==> src/rtl/game2048_input_ctrl.sv <==
// 2048 input front end: per-button synchronizer and debouncer, press-edge
// detection with up>down>left>right priority, and a move-issue FSM with lockout.
module game2048_input_ctrl #(
  parameter int unsigned DEBOUNCE_CYCLES = 100000,
  parameter int unsigned LOCKOUT_CYCLES  = 16
) (
  input  logic        clk,
  input  logic        rst,
  input  logic        btn_up,
  input  logic        btn_down,
  input  logic        btn_left,
  input  logic        btn_right,
  input  logic [1:0]  game_state,
  output logic [3:0]  direction,
  output logic        busy,
  output logic [15:0] move_count
);
  localparam int unsigned CW = $clog2(DEBOUNCE_CYCLES);
  localparam int unsigned LW = (LOCKOUT_CYCLES > 1) ? $clog2(LOCKOUT_CYCLES) : 1;
  localparam logic [CW-1:0] DB_LAST = CW'(DEBOUNCE_CYCLES - 1);
  localparam logic [LW-1:0] LO_LAST = LW'(LOCKOUT_CYCLES - 1);

  typedef enum logic [1:0] {IDLE, ISSUE, LOCKOUT, WAIT_RELEASE} state_t;
  state_t state, state_next;

  logic [3:0]    btn_raw, sync1, s, d, d_prev, press, sel, dir_next;
  logic [CW-1:0] db_cnt [4];
  logic [LW-1:0] lock_cnt;
  logic          busy_next, count_inc;

  // bit order matches the one-hot direction code
  assign btn_raw = {btn_right, btn_left, btn_down, btn_up};
  assign press   = d & ~d_prev;

  always_ff @(posedge clk) begin
    if (rst) begin
      sync1  <= '0;
      s      <= '0;
      d      <= '0;
      d_prev <= '0;
      for (int unsigned i = 0; i < 4; i++) db_cnt[i] <= '0;
    end else begin
      sync1  <= btn_raw;
      s      <= sync1;
      d_prev <= d;
      for (int unsigned i = 0; i < 4; i++) begin
        if (s[i] == d[i]) begin
          db_cnt[i] <= '0;
        end else if (db_cnt[i] == DB_LAST) begin
          d[i]      <= s[i];
          db_cnt[i] <= '0;
        end else begin
          db_cnt[i] <= db_cnt[i] + 1'b1;
        end
      end
    end
  end

  always_comb begin
    sel = '0;
    if (press[0])      sel = 4'b0001;
    else if (press[1]) sel = 4'b0010;
    else if (press[2]) sel = 4'b0100;
    else if (press[3]) sel = 4'b1000;
  end

  always_comb begin
    state_next = state;
    dir_next   = '0;
    count_inc  = 1'b0;
    unique case (state)
      IDLE: begin
        if (press != '0) begin
          if (game_state == 2'b00) begin
            state_next = ISSUE;
            dir_next   = sel;
          end else begin
            state_next = WAIT_RELEASE;
          end
        end
      end
      ISSUE: begin
        count_inc  = 1'b1;
        state_next = LOCKOUT;
      end
      LOCKOUT: begin
        if (lock_cnt == LO_LAST) state_next = WAIT_RELEASE;
      end
      WAIT_RELEASE: begin
        if (d == '0) state_next = IDLE;
      end
      default: state_next = IDLE;
    endcase
    busy_next = (state_next != IDLE);
  end

  always_ff @(posedge clk) begin
    if (rst) begin
      state      <= IDLE;
      direction  <= '0;
      busy       <= 1'b0;
      move_count <= '0;
      lock_cnt   <= '0;
    end else begin
      state     <= state_next;
      direction <= dir_next;
      busy      <= busy_next;
      if (count_inc) move_count <= move_count + 1'b1;
      if (state == LOCKOUT) lock_cnt <= lock_cnt + 1'b1;
      else                  lock_cnt <= '0;
    end
  end
endmodule
==> config.mk <==
export PLATFORM = sky130hd
export DESIGN_NAME = game2048_input_ctrl
export DESIGN_NICKNAME = d
export VERILOG_FILES = /design/src/rtl/game2048_input_ctrl.sv
export SDC_FILE = /design/constraint.sdc
export NUM_CORES = 1
export LEC_CHECK = 0
export BUFFER_PORTS_ARGS = -buffer_cell sky130_fd_sc_hd__buf_2
export CAP_MARGIN = 40
export CORE_UTILIZATION = 45
export CTS_CLUSTER_DIAMETER = 100
export DETAILED_ROUTE_END_ITERATION = 8
export PLACE_DENSITY_LB_ADDON = 0.08
export SETUP_SLACK_MARGIN = 0.15
export SYNTH_ARGS = -nofsm -noshare
export SYNTH_HDL_FRONTEND = slang
export SYNTH_SLANG_ARGS = --single-unit
==> constraint.sdc <==
create_clock -name clk -period 2.2 [get_ports clk]
set_clock_uncertainty 0.15 [all_clocks]
set_input_delay 0.11 -clock clk [delete_from_list [all_inputs] [get_ports clk]]
set_output_delay 0.11 -clock clk [all_outputs]
set_load 0.02 [all_outputs]
==> flow_summary.yaml <==
outcome:
  status: "finished clean"
worst_setup_path:
  worstPathRequired_ps: 2160
  rr_worst_depth: 4
  cp.arrival_ps: 2020
  end_kind: "flip-flop"
  critPathKind: "flip-flop to flip-flop"
  critPathLaunchType: "flip-flop"
  cp_max_fo: 7
sta:
  max-slew-margin-rel_pct: 62.3
  setup_tns_ps: 0
  max_freq_ghz: 0.485
  slew_viol_final: 0
  rsz0062_at_grt: "yes"
  period_needed_ps: 2060
  final-hold-violation-count: 0
  worst_pin_slew_ps: 565
  final.period_utilization_pct: 93.7
  finalSetupViolCount: 0
hold_path:
  hold_depth: 2
  worstHoldPathType: "input port to flip-flop"
floorplanning:
  core_um2: 11600
  die_x_um: 112
  fp.dieH_um: 112
  die_area_um2: 12500
  io_pins: 29
  rows: 39
  initial_utilization_pct: 46.8
synth:
  synth_commonest_cells: "nor2_1, edfxtp_1, dfxtp_1, xnor2_1, xor2_1"
  synth_ff_type: "edfxtp_1"
  yosys.area.top_type: "edfxtp_1"
  avgSynthCellArea_um2: 10.3
  seq_area_frac_synth_pct: 53.6
  synth.ff_latch_count: 111
  async_reset_ff_share_pct: 0
  synth-edff-count: 68
  synth.top_cell.area_share_pct: 37.7
  yosysWarnings: 0
  synth.area.top_cells: "edfxtp_1, dfxtp_1, nor2_1"
  syn_area_um2: 5410
  yosysMostFrequentCell: "nor2_1"
  synth_cell_types: 41
  syn_inst: 524
power:
  max-vdd-ir-drop_uv: 463
  p_leak_nw: 2.37
  power.density_nw_per_um2: 630
finish:
  num_antenna_cells: 0
  nets: 651
  area.growth.synth_to_final_pct: 19.0
  fin_util_pct: 55.7
  fillers: 1032
  layout-drive-gt1-share_pct: 13.6
  stdcell_area_um2: 6440
grt:
  grt_util_all_layers_pct: 17.4
  grt_pass1_vias: 3717
  grt_pass1_wl_um: 17200
  grt_antenna_before_repair: 0
  overflow: 0
  grt_max_degree: 32
clock_tree:
  cts_root_buf: "clkbuf_16"
  tritoncts: "yes"
  cts_inserted_buffers: 9
  htree_levels: 3
  cts.clk_slew.worst_paths_ps: 70
  insertion_delay_ps: 350
  cts.sinks: 111
  clockBufferDepth: 2
routing:
  wl_um: 9960
  drt-initial-drc-count: 153
  final_antenna_net_count: 0
  first_pass_iters: 4
  route.detailed.drc: 0
  via_per_inst: 4.88
  vias: 3831
  wl_per_cell_um: 12.7
place:
  dp.final_hpwl_um: 6960
  dpl_cell_area_um2: 6020
  gp_congestion: 0.792
  portBuffers: 28
job:
  drv_cap: 0
==> routing by layer <==
metal	vias up	track usage (%)	wire length (um)
met5	-	0	0
met4	0	8.56	189
li1	2022	-	-
met1	1767	22.8	4920
met3	11	2.94	184
met2	31	28.0	4670
==> sequential cells by signal, summed over array words and instances (netlist names), 4 cells and up <==
register	count
db_cnt	68
d	4
direction	4
lock_cnt	4
s	4
move_count	16
sync1	4
d_prev	4
==> layout make-up <==
| class | count | area (um^2) | share of cell area [%] |
|---|---|---|---|
| flip-flops and latches | 111 | 2900 | 45.1 |
| multi-input cells | 452 | 2710 | 42.0 |
| repair buffers | 51 | 328 | 5.09 |
| clock buffers | 11 | 233 | 3.61 |
| well taps | 143 | 179 | 2.78 |
| clock inverters | 5 | 48.8 | 0.758 |
| inverters | 12 | 45.0 | 0.699 |
==> path summary, 6_finish.rpt <==
path / start / endpoint / slack (ps)
max: db_cnt[1][13] / db_cnt[1][9] / 140
min reg2reg: sync1[0] / s[0] / 290
min: rst / s[2] / 90
max reg2reg: db_cnt[1][13] / db_cnt[1][9] / 140
==> stage by stage <==
step                      power (mW)  worst slack [ps]  instances  hold slack (ps)
after floorplan                 2.48               151        591             88.2
after global placement          2.52               140        760              178
after detailed placement        2.53               130        760              177
after CTS                       4.12               151        783             95.5
after global routing            4.23              92.9        785              130
final                           4.06               139        785             92.4
==> layout by cell type (no fill, tap or decap), drive strengths merged, types with 3 or more instances in the layout <==
master	Yosys	final
nor2	93	93
o31ai	3	3
nand2	27	27
or4	4	4
or3	7	7
o21ai	7	7
mux2	4	4
xnor2	36	36
nand2b	12	13
and2	4	4
nor4	17	17
and4	12	12
a31o	3	3
nand3	25	25
buf	5	45
or2	3	3
clkbuf	12	11
mux2i	4	4
ha	6	6
nand4	24	24
nor3	13	13
dlygate4sd3	0	6
dfxtp	43	43
inv	12	12
nor4bb	3	3
xor2	33	33
and3	6	6
clkinv	0	3
conb	1	68
nor2b	19	19
a21oi	10	10
edfxtp	68	68
==> worst max-delay path: stages, from the launching register on <==
cell and delay (ps):
edfxtp_1 440, or4_1 520, or4_4 480, nand2b_4 180
nor2_1 50
==> power breakdown <==
part	switching, mW	total [mW]	leakage [nW]	internal, mW
registers	0.0599	2.33	1.05	2.27
logic	0.0984	0.177	1.18	0.0784
clock network	0.686	1.56	0.137	0.873
total	0.844	4.06	2.37	3.22
==> cell families after synthesis <==
logic type	synth area share, %
AO/OA/AOI/OAI	2.70
XOR/XNOR	11.2
adder cells (fa/ha/maj)	1.39
buffers and inverters	2.31
flip-flops	53.6
multiplexers	1.57
other	0.0693
AND/OR/NAND/NOR	27.2
==> repair_timing <==
action                                  in CTS  in global routing
gates resized for setup                      1                 15
pin swaps                                    0                  4
setup buffers                                0                  2
cloned                                       1                  0
endpoints found under the hold margin        8                  0
endpoints found under the setup margin      14                 48
hold buffers                                 6                  0
(Power assumes the default switching activity.)
